<file path="src/rtl/rv_pkg.sv">
// Shared RV32I definitions for the memory stage: opcodes, access-size codes
// and the load/store FSM state encoding.
package rv_pkg;

  localparam logic [6:0] OP_LOAD  = 7'b0000011;
  localparam logic [6:0] OP_STORE = 7'b0100011;
  localparam logic [6:0] OP_IMM   = 7'b0010011;
  localparam logic [6:0] OP_REG   = 7'b0110011;

  localparam logic [2:0] F3_B  = 3'b000;
  localparam logic [2:0] F3_H  = 3'b001;
  localparam logic [2:0] F3_W  = 3'b010;
  localparam logic [2:0] F3_BU = 3'b100;
  localparam logic [2:0] F3_HU = 3'b101;

  typedef enum logic {
    ST_IDLE,
    ST_BUS
  } lsu_state_e;

  function automatic logic is_mem_op(input logic [6:0] op);
    return (op == OP_LOAD) || (op == OP_STORE);
  endfunction

endpackage

</file>
<file path="src/rtl/lsu_align.sv">
// Combinational byte-lane logic: store steering and misalign/illegal-size
// detection for the incoming op, sign/zero extension for the returning load.
module lsu_align
  import rv_pkg::*;
(
  input  logic        is_store,
  input  logic [2:0]  funct3,
  input  logic [1:0]  addr_lo,
  input  logic [31:0] store_data,
  output logic [3:0]  wstrb,
  output logic [31:0] wdata,
  output logic        misalign,
  input  logic [2:0]  ld_funct3,
  input  logic [1:0]  ld_off,
  input  logic [31:0] rdata,
  output logic [31:0] ld_data
);

  logic [31:0] shifted;

  // Unsigned sizes are legal only for loads; unknown sizes are treated as faults too.
  always_comb begin
    wstrb    = 4'b0000;
    wdata    = store_data;
    misalign = 1'b0;
    case (funct3)
      F3_B: begin
        wstrb = 4'b0001 << addr_lo;
        wdata = {4{store_data[7:0]}};
      end
      F3_H: begin
        wstrb    = 4'b0011 << addr_lo;
        wdata    = {2{store_data[15:0]}};
        misalign = addr_lo[0];
      end
      F3_W: begin
        wstrb    = 4'b1111;
        misalign = (addr_lo != 2'b00);
      end
      F3_BU:   misalign = is_store;
      F3_HU:   misalign = is_store | addr_lo[0];
      default: misalign = 1'b1;
    endcase
    if (!is_store) begin
      wstrb = 4'b0000;
    end
  end

  assign shifted = rdata >> {ld_off, 3'b000};

  always_comb begin
    ld_data = 32'h0;
    case (ld_funct3)
      F3_B:    ld_data = {{24{shifted[7]}}, shifted[7:0]};
      F3_H:    ld_data = {{16{shifted[15]}}, shifted[15:0]};
      F3_W:    ld_data = rdata;
      F3_BU:   ld_data = {24'h0, shifted[7:0]};
      F3_HU:   ld_data = {16'h0, shifted[15:0]};
      default: ld_data = 32'h0;
    endcase
  end

endmodule

</file>
<file path="src/rtl/load_store_unit.sv">
// Memory stage after the ALU: one req/ack bus transaction per load/store,
// pass-through for everything else, registered writeback packet.
module load_store_unit
  import rv_pkg::*;
#(
  parameter int unsigned TIMEOUT_CYCLES = 16
) (
  input  logic        clk,
  input  logic        rst,
  input  logic        in_valid,
  output logic        in_ready,
  input  logic [6:0]  opcode,
  input  logic [2:0]  funct3,
  input  logic [4:0]  rd,
  input  logic [31:0] alu_result,
  input  logic [31:0] store_data,
  output logic        mem_req,
  output logic        mem_we,
  output logic [31:0] mem_addr,
  output logic [31:0] mem_wdata,
  output logic [3:0]  mem_wstrb,
  input  logic [31:0] mem_rdata,
  input  logic        mem_ack,
  output logic        wb_valid,
  output logic        wb_we,
  output logic [4:0]  wb_rd,
  output logic [31:0] wb_data,
  output logic        misalign,
  output logic        bus_err
);

  localparam logic [7:0] LAST_WAIT = 8'(TIMEOUT_CYCLES - 1);

  lsu_state_e  state;
  logic [7:0]  wait_cnt;
  logic [2:0]  f3_q;
  logic [1:0]  off_q;
  logic [4:0]  rd_q;
  logic        store_q;

  logic        is_store;
  logic        align_bad;
  logic [3:0]  lane_strb;
  logic [31:0] lane_wdata;
  logic [31:0] ld_data;

  assign is_store = (opcode == OP_STORE);
  assign in_ready = (state == ST_IDLE);

  lsu_align u_align (
    .is_store   (is_store),
    .funct3     (funct3),
    .addr_lo    (alu_result[1:0]),
    .store_data (store_data),
    .wstrb      (lane_strb),
    .wdata      (lane_wdata),
    .misalign   (align_bad),
    .ld_funct3  (f3_q),
    .ld_off     (off_q),
    .rdata      (mem_rdata),
    .ld_data    (ld_data)
  );

  // Load offset/size are latched at accept so extension uses them when the ack arrives.
  always_ff @(posedge clk or posedge rst) begin
    if (rst) begin
      state     <= ST_IDLE;
      wait_cnt  <= 8'h0;
      f3_q      <= 3'b000;
      off_q     <= 2'b00;
      rd_q      <= 5'd0;
      store_q   <= 1'b0;
      mem_req   <= 1'b0;
      mem_we    <= 1'b0;
      mem_addr  <= 32'h0;
      mem_wdata <= 32'h0;
      mem_wstrb <= 4'b0000;
      wb_valid  <= 1'b0;
      wb_we     <= 1'b0;
      wb_rd     <= 5'd0;
      wb_data   <= 32'h0;
      misalign  <= 1'b0;
      bus_err   <= 1'b0;
    end else begin
      wb_valid <= 1'b0;
      wb_we    <= 1'b0;
      misalign <= 1'b0;
      bus_err  <= 1'b0;
      case (state)
        ST_IDLE: begin
          if (in_valid) begin
            if (!is_mem_op(opcode)) begin
              wb_valid <= 1'b1;
              wb_we    <= (rd != 5'd0);
              wb_rd    <= rd;
              wb_data  <= alu_result;
            end else if (align_bad) begin
              wb_valid <= 1'b1;
              misalign <= 1'b1;
              wb_rd    <= rd;
              wb_data  <= 32'h0;
            end else begin
              mem_req   <= 1'b1;
              mem_we    <= is_store;
              mem_addr  <= {alu_result[31:2], 2'b00};
              mem_wdata <= is_store ? lane_wdata : 32'h0;
              mem_wstrb <= lane_strb;
              f3_q      <= funct3;
              off_q     <= alu_result[1:0];
              rd_q      <= rd;
              store_q   <= is_store;
              wait_cnt  <= 8'h0;
              state     <= ST_BUS;
            end
          end
        end
        ST_BUS: begin
          if (mem_ack) begin
            mem_req  <= 1'b0;
            mem_we   <= 1'b0;
            wb_valid <= 1'b1;
            wb_rd    <= rd_q;
            wb_we    <= !store_q && (rd_q != 5'd0);
            wb_data  <= store_q ? 32'h0 : ld_data;
            wait_cnt <= 8'h0;
            state    <= ST_IDLE;
          end else if (wait_cnt == LAST_WAIT) begin
            mem_req  <= 1'b0;
            mem_we   <= 1'b0;
            wb_valid <= 1'b1;
            bus_err  <= 1'b1;
            wb_rd    <= rd_q;
            wait_cnt <= 8'h0;
            state    <= ST_IDLE;
          end else begin
            wait_cnt <= wait_cnt + 8'h1;
          end
        end
      endcase
    end
  end

endmodule

</file>
<file path="config.mk">
export PLATFORM = sky130hd
export DESIGN_NAME = load_store_unit
export DESIGN_NICKNAME = d
export VERILOG_FILES = /design/src/rtl/rv_pkg.sv /design/src/rtl/lsu_align.sv /design/src/rtl/load_store_unit.sv
export SDC_FILE = /design/constraint.sdc
export NUM_CORES = 1
export LEC_CHECK = 0
export CAP_MARGIN = 20
export CORE_MARGIN = 2
export CORE_UTILIZATION = 40
export CTS_CLUSTER_SIZE = 25
export DETAILED_ROUTE_END_ITERATION = 10
export GPL_TIMING_DRIVEN = 0
export PLACE_DENSITY = 0.74
export SYNTH_ARGS = -nofsm -noshare
export SYNTH_HDL_FRONTEND = slang
export SYNTH_HIERARCHICAL = 1
export SYNTH_SLANG_ARGS = --single-unit
</file>
<file path="constraint.sdc">
create_clock -name clk -period 3.8 [get_ports clk]
set_input_delay 0.57 -clock clk [delete_from_list [all_inputs] [get_ports clk]]
set_output_delay 0.57 -clock clk [all_outputs]
set_load 0.03 [all_outputs]
</file>
After elaboration in Yosys (flattened, before gate mapping):

Cells that the tools add are included.

* output and inout bits: 112
* flip-flop bits (word level): 129
* logic and storage cells: 109
* input bits: 115

* equal/unequal tests: 17
* shifts and indexed selects: 3
* reduce and logical (&&, ||, !) cells: 13
* bitwise operators: 3
* mux-type cells: 55
* add/subtract/negate cells: 1

Operators by type and width (number)
* $mux 32: 6
* $pmux 32 s5: 1
* $pmux 32 s2: 2
* $mux 8: 5
* $shr 32x5->16: 1
* $mux 1: 26
* $mux 5: 5
* $pmux 8 s2: 1
* $eq 3x3->1 const B: 4
* $pmux 4 s3: 1
* $pmux 1 s2: 5
* $pmux 5 s2: 1
* $reduce_bool 5->1: 2
* $reduce_and 3->1: 3
* $add 8x1->8 const B: 1
* $eq 8x4->1 const B: 1
* $reduce_and 4->1: 2
* $eq 7x2->1 const B: 1
* $eq 7x6->1 const B: 1
* $eq 3x1->1 const B: 2
* $eq 3x2->1 const B: 2
* $logic_not 3->1: 2
* $ne 2x2->1 const B: 3
* $pmux 1 s5: 1
* other kinds (12): 13

Logic depth before layout (Yosys ltp):

* word-level depth: 7
* depth in mapped cells: 11
* mapped depth without buffers: 8

Hierarchy:

The synthesis kept the hierarchy.

By module, submodules not included
* load_store_unit: area an instance 5651.7 um^2, cells an instance 486, sequential area each 3228.1 um^2, times used 1
* lsu_align: area an instance 1293.7 um^2, cells an instance 202, sequential area each 0.0 um^2, times used 1

Worst setup path after synthesis:

No wires, ideal clock.

* path type: input -> register
* from: in opcode[5]
* to: reg wb_data[0]
* slack: 1.235 ns
* path buffers: 3
* arrival: 2.441 ns
* stages: 9
* required time: 3.676 ns
* library setup time: 0.124 ns
* cell sequence: clkbuf_1 clkbuf_1 and3_1 a21oi_1 a21oi_1 nor4_2 a211oi_4 buf_4 a21oi_2

* longest elaborated chain between the ends: 5
* elaborated cells on any way between the ends: 10
* classes of those cells: 3 x eq/ne; 4 x mux; 1 x bitwise; 2 x reduce/logical

Ends and longest elaborated chain
* start, declared: RTL line load_store_unit.sv:12 `input logic [6:0] opcode,`
* $eq 7x6->1 *: RTL line load_store_unit.sv:47 `assign is_store = (opcode == OP_STORE);`
* net is_store: RTL line load_store_unit.sv:41 `logic is_store;`
* $or 1x1->1: RTL line lsu_align.sv:41 `F3_HU: misalign = is_store | addr_lo[0];`
* $pmux 1 s5 *: RTL line lsu_align.sv:26 `case (funct3)`
* net align_bad: RTL line load_store_unit.sv:42 `logic align_bad;`
* $ne 3x3->1 (no line) *
* $reduce_and 3->1 (no line) *
* end signal, assigned: RTL line load_store_unit.sv:96 `wb_data <= alu_result;`
* end signal, assigned: RTL line load_store_unit.sv:124 `wb_data <= store_q ? 32'h0 : ld_data;`
* end, declared: RTL line load_store_unit.sv:27 `output logic [31:0] wb_data,`

The timed path passes the listed nets; every way through them passes the cells marked *. The select of a mux whose other input is x is not followed.
A chain may end at the register's enable or synchronous reset.

Worst setup path after layout:

* from: in funct3[0]
* to: reg wb_data[3]

* longest elaborated chain between the ends: 4
* elaborated cells on any way between the ends: 8
* classes of those cells: 5 x eq/ne; 1 x mux; 2 x reduce/logical

Ends and longest elaborated chain
* start, declared: RTL line load_store_unit.sv:13 `input logic [2:0] funct3,`
* $eq 3x3->1, or another cell as far along: RTL line lsu_align.sv:26
* $pmux 1 s5 *: RTL line lsu_align.sv:26
* net align_bad: RTL line load_store_unit.sv:42
* $ne 3x3->1 (no line) *
* $reduce_and 3->1 (no line) *

The timed path passes the listed nets; every way through them passes the cells marked *.

==> impl_metrics.yaml <==
outcome:
  status: "complete, no violations"
clock_network:
  cts_root_buffer: "clkbuf_16"
  post_cts_buffers: 0
  numCtsBuffers: 17
  clk_latency_ns: 0.42
  holdBufCountCts: 0
  clkSlewWorstSetupHoldPaths_ns: 0.06
  tritoncts: "done"
  clockBufferDepth: 2
  clock_sinks: 129
  post_cts_resized: 0
  h-tree-depth: 4
setup_path:
  reg2reg_depth: 8
  reg2reg_slack_ns: 1.86
  setup.worst_path.start_class: "input port"
  required_ns: 4.10
  critPathKind: "input port to flop"
  r2r-end: "wb_data[17]$_DFFE_PP0P_"
  r2r-start: "f3_q[1]$_DFFE_PP0P_"
  slowest_stage: "a211oi_4"
  path_max_fanout: 10
  crit_family: "buffers and inverters"
  cp_slowest_stage_delay_ns: 0.61
  cp.buffers_inverters: 4
  crit_chain: "clkdlybuf4s50_1 -> clkbuf_1 -> buf_2 -> nor4_1 -> a21oi_1 -> nor4_2 -> a211oi_4 -> buf_4 -> a21oi_2"
  endpoint_kind: "flop"
  cp.arrival_ns: 3.36
min_path:
  hp-class: "flop to flop"
  hold_end: "mem_wdata[5]$_DFFE_PP0P_"
  min_path_cells: 2
  hold_start: "mem_wdata[5]$_DFFE_PP0P_"
floorplanning:
  initial_core_util_pct: 40.6
  die-area_sq_mm: 0.0184
  rows: 48
  core_area_sq_mm: 0.0171
  die_h_um: 136
  die_w_um: 136
  ios: 227
timing:
  slew_violations: 0
  period_share_pct: 80.5
  slew_headroom_pct: 52.7
  whs_ns: 0.477
  worstMarginPinSlew_ns: 0.706
  fin_tns_setup_ns: 0
  rsz0062_at_grt: "no"
  finalHoldViolCount: 0
  fmax_mhz: 327
  period_minus_slack_ns: 3.06
  clock_skew_ns: 0.00594
  setup_violations: 0
synth:
  synth_seq_cells: 129
  seq_area_frac_synth_pct: 46.5
  synthArstFlopShare_pct: 100
  syn_area_sq_mm: 0.00695
  synth_ff_type: "dfrtp_1"
  ys_types: 55
  synth_enable_flop_cells: 0
  netlist_instances: 688
  syn_avg_cell_area_sq_um: 10.1
  yosysWarnings: 6
placed_design:
  place.gp.congestion: 0.886
  dp_hpwl_um: 16500
  io_buffers: 223
power_and_ir_drop:
  p_leak_nw: 4.43
  peakVddDrop_mv: 0.318
  powerDensity_mw_per_mm2: 417
cells_and_area:
  diodes: 0
  area_delta_synth_final_pct: 46.8
  fin_nets: 1051
  layout-drive-gt1-share_pct: 18.6
route:
  vias: 6216
  routedWlPerCell_um: 18.9
  dr.pass1.iters: 5
  vias_per_cell: 5.30
  ant_nets: 0
  first_iter_violations: 450
  drt_drc_violations_left: 0
  wirelength_um: 22100
grt:
  grt_max_degree: 42
  overflow: 0
  grt_pass1_vias: 6133
  track_usage_pct: 24.5
  antenna_found_initial: 0
  grt_pass1_wl_um: 34300
run:
  maxCapViolCount: 0
layout make-up:
cell class                 count  area, sq um
buffer                        57          383
clock buffer                  18          439
clock inverter                14          203
fill                        1529         6920
inverter                       7         30.0
multi-input combinational    496         3310
sequential                   129         3230
tap                          225          282
timing repair buffer         227         2320
worst register-to-register path, cell delays in order (launching register included):
cell     delay (ns)
dfrtp_1        0.37
buf_2          0.22
inv_1          0.09
nor3_2         0.37
buf_2          0.30
nand2_1        0.08
nand2_1        0.12
a22oi_1        0.10
a21oi_2        0.20
report_power, final:
part           switching [mW]  internal [mW]
Sequential             0.0547           1.47
Clock                   0.675           1.13
Combinational           0.507          0.424
layer usage:
layer	global-route usage (%)	vias to the layer above	share of wire, %
li1	-	2909	-
met1	30.0	2971	41
met2	41.5	298	48
met3	7.07	38	8.9
met4	7.75	0	1.9
met5	0	-	0
metrics by stage:
step	util, %	worst slack, ns	area (sq um)	std cells	power, mW
after floorplan	-	1.24	6950	689	2.04
after detailed placement	55.8	0.299	9550	1141	2.47
after CTS	59.6	0.733	10200	1173	4.29
after global routing	59.6	0.565	10200	1173	4.42
after global placement	55.3	0.309	9470	1137	2.45
final	59.6	0.742	10200	1173	4.25
cells in the final DEF, fill, tap and decap left out, types with 23 or more instances in the layout:
cell             instances
a21oi_2                 29
a22oi_1                 38
clkdlybuf4s50_1        223
dfrtp_1                129
mux2_4                  28
o21ai_0                 48
a21oi_1                 30
nand2_1                117
mux2i_1                 23
nor2_1                  61
mux2_2                  30
how the worst max path moves through the flow:
stage | start | endpoint | slack (ns) | cells after the start
floorplan | opcode[5] | wb_data[0]$_DFFE_PP0P_ | 1.24 | 9
global placement | funct3[0] | wb_data[6]$_DFFE_PP0P_ | 0.31 | 9
detailed placement | funct3[0] | wb_data[8]$_DFFE_PP0P_ | 0.30 | 9
CTS | funct3[0] | wb_data[3]$_DFFE_PP0P_ | 0.73 | 9
global route | funct3[0] | mem_wdata[4]$_DFFE_PP0P_ | 0.56 | 11
finish | funct3[0] | wb_data[3]$_DFFE_PP0P_ | 0.74 | 9
cells by family (layout without fill, tap and decap cells):
family	Yosys count	count (layout)	share of synthesized area, %
simple gates	229	229	14.6
buf+inv	64	323	5.89
compound gates	168	168	16.3
other cells	1	2	0.0540
flops	129	129	46.5
mux	92	92	16.0
fa+ha+maj	1	1	0.180
xor+xnor	4	4	0.505
state kept, by name, summed over array words and instances (netlist names), 2 cells and up:
signal,cells
f3_q,3
wait_cnt,8
mem_wstrb,4
wb_rd,5
mem_addr,30
rd_q,5
wb_data,32
off_q,2
mem_wdata,32
cell usage after synthesis, drive strengths merged, types with 7 or more instances:
library cell,n,area share (%)
nor2,63,3.5
inv,7,0.38
a21oi,60,6.1
clkbuf,17,0.92
nand2,117,6.3
nand3,22,1.6
a31oi,7,0.63
mux2i,23,3.3
dfrtp,129,46
buf,40,4.6
mux2,69,13
a22oi,38,4.1
o21ai,49,3.7
Note: power is estimated with default switching activity, not from simulation.
